[src/rtl/weight_mem_ctrl_pkg.sv]
// Shared types and default widths for the weight memory sequencer.
// Optional build macro: WEIGHT_MEM_CTRL_REPEAT_EN (multi-sweep reads).
package weight_mem_ctrl_pkg;

  localparam int DEF_MEMORY_WIDTH = 72;
  localparam int DEF_ADDRS_WIDTH  = 8;
  localparam int REPEAT_W         = 8;

  typedef enum logic [1:0] {
    ST_IDLE  = 2'd0,
    ST_LOAD  = 2'd1,
    ST_READ  = 2'd2,
    ST_DRAIN = 2'd3
  } state_e;

endpackage

[src/rtl/weight_mem_ctrl_if.sv]
// Host/loader command side plus both weight memory ports of the sequencer.
// WEIGHT_MEM_CTRL_REPEAT_EN adds the rd_repeat_i sweep-count input.
interface weight_mem_ctrl_if
  import weight_mem_ctrl_pkg::*;
#(
  parameter int MEMORY_WIDTH = DEF_MEMORY_WIDTH,
  parameter int ADDRS_WIDTH  = DEF_ADDRS_WIDTH
);
  logic                    ld_start_i;
  logic [ADDRS_WIDTH:0]    ld_len_i;
  logic [MEMORY_WIDTH-1:0] ld_data_i;
  logic                    ld_valid_i;
  logic                    ld_ready_o;
  logic                    rd_start_i;
  logic [ADDRS_WIDTH-1:0]  rd_base_i;
  logic [ADDRS_WIDTH:0]    rd_len_i;
  logic                    rd_stall_i;
`ifdef WEIGHT_MEM_CTRL_REPEAT_EN
  logic [REPEAT_W-1:0]     rd_repeat_i;
`endif
  logic [ADDRS_WIDTH-1:0]  mem_wr_addrs_o;
  logic                    mem_wr_ld_o;
  logic [MEMORY_WIDTH-1:0] mem_wr_data_o;
  logic [ADDRS_WIDTH-1:0]  mem_rd_addrs_o;
  logic                    mem_rd_ld_o;
  logic                    data_valid_o;
  logic                    busy_o;
  logic                    done_o;

  modport slave (
    input  ld_start_i, ld_len_i, ld_data_i, ld_valid_i,
    input  rd_start_i, rd_base_i, rd_len_i, rd_stall_i,
`ifdef WEIGHT_MEM_CTRL_REPEAT_EN
    input  rd_repeat_i,
`endif
    output ld_ready_o, mem_wr_addrs_o, mem_wr_ld_o, mem_wr_data_o,
    output mem_rd_addrs_o, mem_rd_ld_o, data_valid_o, busy_o, done_o
  );

  modport master (
    output ld_start_i, ld_len_i, ld_data_i, ld_valid_i,
    output rd_start_i, rd_base_i, rd_len_i, rd_stall_i,
`ifdef WEIGHT_MEM_CTRL_REPEAT_EN
    output rd_repeat_i,
`endif
    input  ld_ready_o, mem_wr_addrs_o, mem_wr_ld_o, mem_wr_data_o,
    input  mem_rd_addrs_o, mem_rd_ld_o, data_valid_o, busy_o, done_o
  );

endinterface

[src/rtl/weight_mem_ctrl_addr_sweep_counter.sv]
// Address sweep counter: loads base/length, steps a wrapping address on enable
// and flags the final address of the sweep.
module addr_sweep_counter
  import weight_mem_ctrl_pkg::*;
#(
  parameter int AW = DEF_ADDRS_WIDTH
) (
  input  logic          clk_i,
  input  logic          rst_i,
  input  logic          i_load,
  input  logic [AW-1:0] i_base,
  input  logic [AW:0]   i_len,
  input  logic          i_en,
  output logic [AW-1:0] o_addr,
  output logic          o_last
);

  // Full memory depth is the longest legal sweep; longer requests clamp to it.
  localparam logic [AW:0] MAX_LEN = {1'b1, {AW{1'b0}}};

  logic [AW-1:0] r_addr;
  logic [AW:0]   r_rem;
  logic [AW:0]   w_len_clamped;

  assign w_len_clamped = (i_len > MAX_LEN) ? MAX_LEN : i_len;

  always_ff @(posedge clk_i) begin
    if (rst_i) begin
      r_addr <= '0;
      r_rem  <= '0;
    end else if (i_load) begin
      r_addr <= i_base;
      r_rem  <= w_len_clamped;
    end else if (i_en) begin
      r_addr <= r_addr + AW'(1);
      r_rem  <= r_rem - (AW+1)'(1);
    end
  end

  assign o_addr = r_addr;
  assign o_last = (r_rem == (AW+1)'(1));

endmodule

[src/rtl/weight_mem_ctrl.sv]
// Weight memory sequencer: streams a load into memory from address 0, or sweeps
// read addresses; the two phases never overlap. Optional: WEIGHT_MEM_CTRL_REPEAT_EN.
module weight_mem_ctrl
  import weight_mem_ctrl_pkg::*;
#(
  parameter int MEMORY_WIDTH = DEF_MEMORY_WIDTH,
  parameter int ADDRS_WIDTH  = DEF_ADDRS_WIDTH
) (
  input  logic           clk_i,
  input  logic           rst_i,
  weight_mem_ctrl_if.slave bus
);

  state_e r_state, w_state_nxt;

  logic                    w_ld_accept, w_rd_issue;
  logic                    w_wr_load, w_rd_load;
  logic [ADDRS_WIDTH-1:0]  w_rd_base_sel;
  logic [ADDRS_WIDTH:0]    w_rd_len_sel;
  logic [ADDRS_WIDTH-1:0]  w_wr_ptr, w_rd_addr;
  logic                    w_wr_last, w_rd_last;

  logic                    r_wr_ld, r_ld_done, r_rd_vld;
  logic [ADDRS_WIDTH-1:0]  r_wr_addr;
  logic [MEMORY_WIDTH-1:0] r_wr_data;

`ifdef WEIGHT_MEM_CTRL_REPEAT_EN
  logic [REPEAT_W-1:0]     r_rep_left;
  logic [ADDRS_WIDTH-1:0]  r_rd_base;
  logic [ADDRS_WIDTH:0]    r_rd_len;
  logic                    w_rd_reload;
`endif

  always_ff @(posedge clk_i) begin
    if (rst_i) r_state <= ST_IDLE;
    else       r_state <= w_state_nxt;
  end

  always_comb begin
    w_state_nxt   = r_state;
    w_wr_load     = 1'b0;
    w_rd_load     = 1'b0;
    w_ld_accept   = 1'b0;
    w_rd_issue    = 1'b0;
    w_rd_base_sel = bus.rd_base_i;
    w_rd_len_sel  = bus.rd_len_i;
`ifdef WEIGHT_MEM_CTRL_REPEAT_EN
    w_rd_reload   = 1'b0;
`endif
    case (r_state)
      ST_IDLE: begin
        // Load has priority; a simultaneous read start is dropped.
        if (bus.ld_start_i && bus.ld_len_i != '0) begin
          w_state_nxt = ST_LOAD;
          w_wr_load   = 1'b1;
        end else if (bus.rd_start_i && bus.rd_len_i != '0) begin
          w_state_nxt = ST_READ;
          w_rd_load   = 1'b1;
        end
      end
      ST_LOAD: begin
        w_ld_accept = bus.ld_valid_i;
        if (bus.ld_valid_i && w_wr_last) w_state_nxt = ST_IDLE;
      end
      ST_READ: begin
        w_rd_issue = !bus.rd_stall_i;
        if (w_rd_issue && w_rd_last) begin
`ifdef WEIGHT_MEM_CTRL_REPEAT_EN
          // Restart at base with no bubble while sweeps remain.
          if (r_rep_left != '0) begin
            w_rd_reload   = 1'b1;
            w_rd_load     = 1'b1;
            w_rd_base_sel = r_rd_base;
            w_rd_len_sel  = r_rd_len;
          end else begin
            w_state_nxt = ST_DRAIN;
          end
`else
          w_state_nxt = ST_DRAIN;
`endif
        end
      end
      ST_DRAIN: w_state_nxt = ST_IDLE;
      default:  w_state_nxt = ST_IDLE;
    endcase
  end

  addr_sweep_counter #(.AW(ADDRS_WIDTH)) u_wr_ptr (
    .clk_i  (clk_i),
    .rst_i  (rst_i),
    .i_load (w_wr_load),
    .i_base ('0),
    .i_len  (bus.ld_len_i),
    .i_en   (w_ld_accept),
    .o_addr (w_wr_ptr),
    .o_last (w_wr_last)
  );

  addr_sweep_counter #(.AW(ADDRS_WIDTH)) u_rd_sweep (
    .clk_i  (clk_i),
    .rst_i  (rst_i),
    .i_load (w_rd_load),
    .i_base (w_rd_base_sel),
    .i_len  (w_rd_len_sel),
    .i_en   (w_rd_issue),
    .o_addr (w_rd_addr),
    .o_last (w_rd_last)
  );

`ifdef WEIGHT_MEM_CTRL_REPEAT_EN
  always_ff @(posedge clk_i) begin
    if (rst_i) begin
      r_rep_left <= '0;
      r_rd_base  <= '0;
      r_rd_len   <= '0;
    end else if (r_state == ST_IDLE && w_rd_load) begin
      r_rep_left <= bus.rd_repeat_i;
      r_rd_base  <= bus.rd_base_i;
      r_rd_len   <= bus.rd_len_i;
    end else if (w_rd_reload) begin
      r_rep_left <= r_rep_left - REPEAT_W'(1);
    end
  end
`endif

  // Writes land one cycle after the accept; done marks the final write.
  always_ff @(posedge clk_i) begin
    if (rst_i) begin
      r_wr_ld   <= 1'b0;
      r_wr_addr <= '0;
      r_wr_data <= '0;
      r_ld_done <= 1'b0;
      r_rd_vld  <= 1'b0;
    end else begin
      r_wr_ld   <= w_ld_accept;
      r_ld_done <= w_ld_accept && w_wr_last;
      r_rd_vld  <= w_rd_issue;
      if (w_ld_accept) begin
        r_wr_addr <= w_wr_ptr;
        r_wr_data <= bus.ld_data_i;
      end
    end
  end

  assign bus.ld_ready_o     = (r_state == ST_LOAD);
  assign bus.busy_o         = (r_state != ST_IDLE);
  assign bus.mem_wr_ld_o    = r_wr_ld;
  assign bus.mem_wr_addrs_o = r_wr_addr;
  assign bus.mem_wr_data_o  = r_wr_data;
  assign bus.mem_rd_ld_o    = w_rd_issue;
  assign bus.mem_rd_addrs_o = w_rd_addr;
  assign bus.data_valid_o   = r_rd_vld;
  assign bus.done_o         = r_ld_done || (r_state == ST_DRAIN);

endmodule

[src/flat_wrapper.sv]
// flat-port wrapper written by rule: the top's interface ports become plain ports
module weight_mem_ctrl_flat import weight_mem_ctrl_pkg::*;
#(
  parameter int MEMORY_WIDTH = DEF_MEMORY_WIDTH,
  parameter int ADDRS_WIDTH  = DEF_ADDRS_WIDTH
)
  (clk_i, rst_i, bus_ld_start_i, bus_ld_len_i, bus_ld_data_i, bus_ld_valid_i, bus_rd_start_i, bus_rd_base_i, bus_rd_len_i, bus_rd_stall_i, bus_ld_ready_o, bus_mem_wr_addrs_o, bus_mem_wr_ld_o, bus_mem_wr_data_o, bus_mem_rd_addrs_o, bus_mem_rd_ld_o, bus_data_valid_o, bus_busy_o, bus_done_o);
  weight_mem_ctrl_if #(.MEMORY_WIDTH(MEMORY_WIDTH), .ADDRS_WIDTH(ADDRS_WIDTH)) bus_i ();
  input  logic clk_i;
  input  logic rst_i;
  input wire logic [$bits(bus_i.ld_start_i)-1:0] bus_ld_start_i;
  input wire logic [$bits(bus_i.ld_len_i)-1:0] bus_ld_len_i;
  input wire logic [$bits(bus_i.ld_data_i)-1:0] bus_ld_data_i;
  input wire logic [$bits(bus_i.ld_valid_i)-1:0] bus_ld_valid_i;
  input wire logic [$bits(bus_i.rd_start_i)-1:0] bus_rd_start_i;
  input wire logic [$bits(bus_i.rd_base_i)-1:0] bus_rd_base_i;
  input wire logic [$bits(bus_i.rd_len_i)-1:0] bus_rd_len_i;
  input wire logic [$bits(bus_i.rd_stall_i)-1:0] bus_rd_stall_i;
  output wire logic [$bits(bus_i.ld_ready_o)-1:0] bus_ld_ready_o;
  output wire logic [$bits(bus_i.mem_wr_addrs_o)-1:0] bus_mem_wr_addrs_o;
  output wire logic [$bits(bus_i.mem_wr_ld_o)-1:0] bus_mem_wr_ld_o;
  output wire logic [$bits(bus_i.mem_wr_data_o)-1:0] bus_mem_wr_data_o;
  output wire logic [$bits(bus_i.mem_rd_addrs_o)-1:0] bus_mem_rd_addrs_o;
  output wire logic [$bits(bus_i.mem_rd_ld_o)-1:0] bus_mem_rd_ld_o;
  output wire logic [$bits(bus_i.data_valid_o)-1:0] bus_data_valid_o;
  output wire logic [$bits(bus_i.busy_o)-1:0] bus_busy_o;
  output wire logic [$bits(bus_i.done_o)-1:0] bus_done_o;
  assign bus_i.ld_start_i = bus_ld_start_i;
  assign bus_i.ld_len_i = bus_ld_len_i;
  assign bus_i.ld_data_i = bus_ld_data_i;
  assign bus_i.ld_valid_i = bus_ld_valid_i;
  assign bus_i.rd_start_i = bus_rd_start_i;
  assign bus_i.rd_base_i = bus_rd_base_i;
  assign bus_i.rd_len_i = bus_rd_len_i;
  assign bus_i.rd_stall_i = bus_rd_stall_i;
  assign bus_ld_ready_o = bus_i.ld_ready_o;
  assign bus_mem_wr_addrs_o = bus_i.mem_wr_addrs_o;
  assign bus_mem_wr_ld_o = bus_i.mem_wr_ld_o;
  assign bus_mem_wr_data_o = bus_i.mem_wr_data_o;
  assign bus_mem_rd_addrs_o = bus_i.mem_rd_addrs_o;
  assign bus_mem_rd_ld_o = bus_i.mem_rd_ld_o;
  assign bus_data_valid_o = bus_i.data_valid_o;
  assign bus_busy_o = bus_i.busy_o;
  assign bus_done_o = bus_i.done_o;
  weight_mem_ctrl #(.MEMORY_WIDTH(MEMORY_WIDTH), .ADDRS_WIDTH(ADDRS_WIDTH)) u_core (.clk_i(clk_i), .rst_i(rst_i), .bus(bus_i));
endmodule
[config.mk]
export PLATFORM = sky130hd
export DESIGN_NAME = weight_mem_ctrl_flat
export DESIGN_NICKNAME = d
export VERILOG_FILES = /design/src/rtl/weight_mem_ctrl_pkg.sv /design/src/rtl/weight_mem_ctrl_if.sv /design/src/rtl/weight_mem_ctrl_addr_sweep_counter.sv /design/src/rtl/weight_mem_ctrl.sv /design/src/flat_wrapper.sv
export SDC_FILE = /design/constraint.sdc
export NUM_CORES = 1
export LEC_CHECK = 0
export CORE_MARGIN = 8
export CORE_UTILIZATION = 47
export DETAILED_ROUTE_END_ITERATION = 16
export PLACE_DENSITY = 0.84
export SYNTH_ARGS = -nofsm -noshare
export SYNTH_HDL_FRONTEND = slang
export SYNTH_SLANG_ARGS = --single-unit
[constraint.sdc]
create_clock -name clk_i -period 4.05 [get_ports clk_i]
set_clock_uncertainty 0.05 [all_clocks]
set_input_delay 0.81 -clock clk_i [delete_from_list [all_inputs] [get_ports clk_i]]
set_output_delay 0.81 -clock clk_i [all_outputs]
set_load 0.05 [all_outputs]
==> results of run 1 <==
-- cells by family after synthesis --
group	synth area share
adders and majority gates	0.0150
AOI/OAI and AO/OA	0.166
xor gates and xnor gates	0.0367
buffers and inverters	0.0440
DFF	0.476
muxes	0.0105
and+or+nand+nor	0.252
-- path summary, 6_finish.rpt --
| check | end | cells past startpoint | startpoint | slack [ns] |
|---|---|---|---|---|
| setup reg to reg | u_core.u_rd_sweep.r_rem[1] | 4 | u_core.r_state[0] | 1.84 |
| setup / recovery | bus_mem_rd_ld_o | 4 | bus_rd_stall_i | 0.83 |
| hold / removal | u_core.bus.mem_wr_data_o[24] | 2 | u_core.bus.mem_wr_data_o[24] | 0.40 |
| hold reg to reg | u_core.bus.mem_wr_data_o[24] | 2 | u_core.bus.mem_wr_data_o[24] | 0.40 |
-- synthesized netlist by cell type, types with 4 or more instances --
cell type | instances | share of area
a2111oi_0 | 10 | 0.017
a211oi_1 | 12 | 0.018
a21oi_1 | 88 | 0.088
a31oi_1 | 4 | 0.0050
clkbuf_1 | 39 | 0.029
dfxtp_1 | 119 | 0.48
ha_1 | 6 | 0.015
inv_1 | 6 | 0.0045
nand2_1 | 176 | 0.13
nand3_1 | 12 | 0.012
nand3b_1 | 5 | 0.0075
nand4_1 | 9 | 0.011
nor2_1 | 19 | 0.014
nor2b_1 | 5 | 0.0063
nor3_1 | 11 | 0.011
nor3b_1 | 4 | 0.0060
o21ai_0 | 4 | 0.0040
or3_1 | 5 | 0.0063
or4_1 | 4 | 0.0060
xnor2_1 | 11 | 0.019
xor2_1 | 10 | 0.017
-- placed cells by master, fill, tap and decap left out, types with 5 or more instances in the layout --
cell	synthesis	routed
nand3b_1	5	5
nor2b_1	5	5
clkdlybuf4s50_1	0	195
ha_1	6	6
nand3_1	12	12
a211oi_1	12	12
clkbuf_16	0	16
nor3_1	11	11
or3_1	5	5
nor2_1	19	19
a2111oi_0	10	10
buf_4	0	9
dfxtp_1	119	119
nand4_1	9	9
clkinv_2	0	5
xor2_1	10	10
a21oi_1	88	88
xnor2_1	11	11
inv_1	6	6
nand2_1	176	176
-- where the power goes --
group          switching [W]  internal [W]  total (W)
registers          0.0000486       0.00123    0.00128
clock network       0.000516      0.000946    0.00146
logic               0.000348      0.000243   0.000591
total               0.000913       0.00242    0.00333
-- critical path: cells and delay by family --
family,cells,cell delay (ns)
AND/OR/NAND/NOR,1,0.62
buffers and inverters,3,0.92
-- sequential cells by signal, indices dropped and copies added, names as in the netlist --
signal                     flops
u_core.bus.mem_wr_ld_o         1
u_core.u_rd_sweep.r_rem        9
u_core.r_ld_done               1
u_core.u_wr_ptr.r_rem          9
u_core.u_rd_sweep.o_addr       8
u_core.bus.mem_wr_data_o      72
u_core.r_state                 2
u_core.u_wr_ptr.o_addr         8
u_core.bus.data_valid_o        1
u_core.bus.mem_wr_addrs_o      8
-- metal layers --
metal	share of wire	vias to the layer above	track usage	routed length, µm
li1	-	2473	-	-
met4	0.026	0	0.112	399
met3	0.084	34	0.0709	1310
met1	0.39	2347	0.223	6040
met2	0.50	208	0.371	7870
met5	0	-	0	0
-- through the flow --
step / setup WS (ns) / instances / cell area (µm²)
after floorplan: 1.34 / 614 / 5000
after global placement: 0.676 / 908 / 7010
after detailed placement: 0.604 / 908 / 7010
after CTS: 0.856 / 939 / 7590
after global routing: 0.784 / 939 / 7590
final: 0.835 / 939 / 7590
-- layout make-up --
class	instances	area [µm²]	share of cell area
Sequential cell	119	2380	0.314
Clock buffer	18	428	0.0564
Timing Repair Buffer	204	2020	0.266
Tap cell	136	170	0.0224
Multi-Input combinational cell	441	2400	0.317
Clock inverter	13	155	0.0204
Inverter	8	30.0	0.00396
==> impl_metrics.ini, run 1 <==
[outcome]
status = finished clean

[setup_path]
critPathRequiredTime_ns = 3.19
startpoint_type = input pin
cp-end-kind = output port
slowest_stage = or3b_2
crit_arrival_ns = 2.36
crit_type = input pin to output port
max_stage_delay_ns = 0.62
path_cells = clkdlybuf4s50_1 > or3b_2 > clkinv_1 > buf_4
cp_max_fo = 14

[clock_network]
ctsHtreeMaxLevel = 4
root_buffer = clkbuf_8
cts_hold_repair.buffers = 0
clkLatencyLatePin_ns = 0.50
clock-sinks = 119
cts_tree = done
post_cts_buffers = 0
cts-buffers-inserted = 17
cts-resized-gates = 0
clk_pin_slew_ns = 0.05
clock_path_buffers = 2

[placement]
gp_congestion = 0.849
dp_hpwl_um = 11200
port_buffers = 197

[synthesis]
synthFlopType = dfxtp_1
ys_types = 52
ys_ff_latch = 119
synth-edff-count = 0
syn_inst = 614
synthArstFlopShare = 0
synth_warnings = 0
synth_nets = 724
avgSynthCellArea_um2 = 8.15
synth_seq_area_share = 0.476
synth_area_um2 = 5000

[route]
drt_iter0_drc = 338
drt_pass1_iterations = 4
routed_wl_um = 15600
drc = 0
wl_per_cell_um = 16.6
ant_nets = 0
num_vias = 5062
viasPerCell = 5.39

[floorplanning]
fp.coreArea_um2 = 10300
die-height_um = 119
start_util = 0.485
die-area_um2 = 14200
io_pins = 198
num_rows = 37
die_x_um = 119

[sta]
slew_headroom = 0.439
finalCritPeriodShare = 0.794
timing.fmax_mhz = 311
rsz0062_at_grt = no
maxSlewViolCount = 0
hold_slack_ns = 0.402
hold_viol = 0
final.setup.tns_ns = 0
tightest_slew_ns = 0.830
finalSetupViolations = 0
fin_crit_ns = 3.22

[grt]
grt_antenna_before_repair = 0
overflow = 0
grt_pass1_vias = 5178
grt_pass1_wl_um = 25000
grt_max_degree = 76
grt_use_total = 0.212

[layout]
drive_gt1_frac = 0.0672
diodes = 0
fillers = 757
nets = 901
syn_to_final_growth_pct = 51.6
fin_util = 0.735

[pwr]
leakage_nw = 2.62
ir_worst_vdd_v = 0.000260
powerDensity_nw_per_um2 = 439
total_power_w = 0.00333

[flow_run]
maxCapViolations = 0

[min_path]
hold_path.class = register to register
(Power assumes the default switching activity.)
==> run 2: changes to the inputs <==
- CORE_UTILIZATION: 47 -> 39
- PLACE_DENSITY: 0.84 -> 0.74
- clock period: 4.05 -> 2.85 ns (I/O delays scaled with it)
==> impl_metrics.ini, run 2 (synthesized netlist as in run 1, its figures left out) <==
[outcome]
status = finished clean

[route]
routed_wl_um = 15800
ant_nets = 0
num_vias = 5069
viasPerCell = 5.11
wl_per_cell_um = 15.9
drc = 0
drt_pass1_iterations = 5
drt_iter0_drc = 307

[setup_path]
cp-end-kind = register
cp_max_fo = 12
crit_arrival_ns = 2.81
critPathRequiredTime_ns = 3.07
crit_type = input pin to register
startpoint_type = input pin

[layout]
fin_util = 0.620
mostFrequentLayoutCells = clkdlybuf4s50_1, nand2_1, dfxtp_1
diodes = 0
final_common_cell = clkdlybuf4s50_1
nets = 919
syn_to_final_growth_pct = 55.8
drive_gt1_frac = 0.0841
stdcell_count = 992
largest_reg_flops = 72

[clock_network]
cts_hold_repair.buffers = 0
clock_path_buffers = 2
cts-resized-gates = 0
clock-sinks = 119
ctsHtreeMaxLevel = 4
clk_pin_slew_ns = 0.05
cts_tree = done
post_cts_buffers = 0
cts-buffers-inserted = 17
clkLatencyLatePin_ns = 0.41
root_buffer = clkbuf_16

[floorplanning]
die-area_um2 = 16700
fp.coreArea_um2 = 12600
start_util = 0.398
io_pins = 198
die_x_um = 129
num_rows = 41
die-height_um = 129

[grt]
grt_pass1_wl_um = 25500
top_usage_layer = met2
grt_pass1_vias = 5239
use_met2 = 0.327
gr-usage-met3 = 0.0624
use_met1 = 0.205
grt_use_total = 0.189
grt_antenna_before_repair = 0
grt_max_degree = 44
overflow = 0

[sta]
setup_ws_ns = 0.259
timing.fmax_mhz = 386
slew_headroom = 0.585
finalSetupViolations = 0
maxSlewViolCount = 0
tightest_slew_ns = 0.618
hold_viol = 0
rsz0062_at_grt = no
fin_crit_ns = 2.59
finalCritPeriodShare = 0.909

[pwr]
powerDensity_nw_per_um2 = 615
ir_worst_vdd_v = 0.000300
leakage_nw = 2.72

[min_path]
hold_path.class = register to register

[placement]
port_buffers = 197
dp_hpwl_um = 11500
gp_congestion = 0.849
dp.cells = 962
dpl_worst_slack_ns = -0.143

[flow_run]
maxCapViolations = 0
run 2: power by group:
part	internal, W	leakage [nW]	total, W	switching [W]
clock	0.00140	0.289	0.00211	0.000711
sequential	0.00175	0.967	0.00182	0.0000652
combinational	0.000366	1.46	0.000868	0.000502
run 2: final timing paths:
check                                     from  cells past startpoint  slack (ns)                      endpoint
setup / recovery               bus_ld_len_i[0]                      6        0.26    u_core.u_rd_sweep.r_rem[5]
hold reg to reg   u_core.bus.mem_wr_data_o[67]                      2        0.40  u_core.bus.mem_wr_data_o[67]
setup reg to reg             u_core.r_state[1]                      5        0.78    u_core.u_rd_sweep.r_rem[3]
hold / removal    u_core.bus.mem_wr_data_o[67]                      2        0.40  u_core.bus.mem_wr_data_o[67]
run 2: layout make-up:
class                           instances  area (µm²)
Clock buffer                           21         460
Clock inverter                          9         126
Fill cell                            1092        4770
Inverter                                8        30.0
Multi-Input combinational cell        441        2400
Sequential cell                       119        2380
Tap cell                              172         215
Timing Repair Buffer                  222        2180
run 2: worst max-delay path: stages:
cell             delay, ns
clkdlybuf4s50_1       0.41
or4_4                 0.54
or3_1                 0.47
buf_4                 0.22
a2111oi_0             0.50
a211oi_1              0.10
run 2: metrics by stage:
stage	setup TNS [ns]	total power, W	instance area [µm²]	hold WS, ns
after floorplan	0	0.00234	5000	0.381
after global placement	-0.201	0.00270	7210	0.391
after detailed placement	-0.690	0.00272	7210	0.396
after CTS	0	0.00485	7800	0.403
after global routing	0	0.00499	7800	0.417
final	0	0.00480	7800	0.400
run 2: per-layer routing:
metal	share of wire	up-vias
met5	0	-
met4	0.022	0
met3	0.073	25
li1	-	2506
met2	0.51	158
met1	0.39	2380
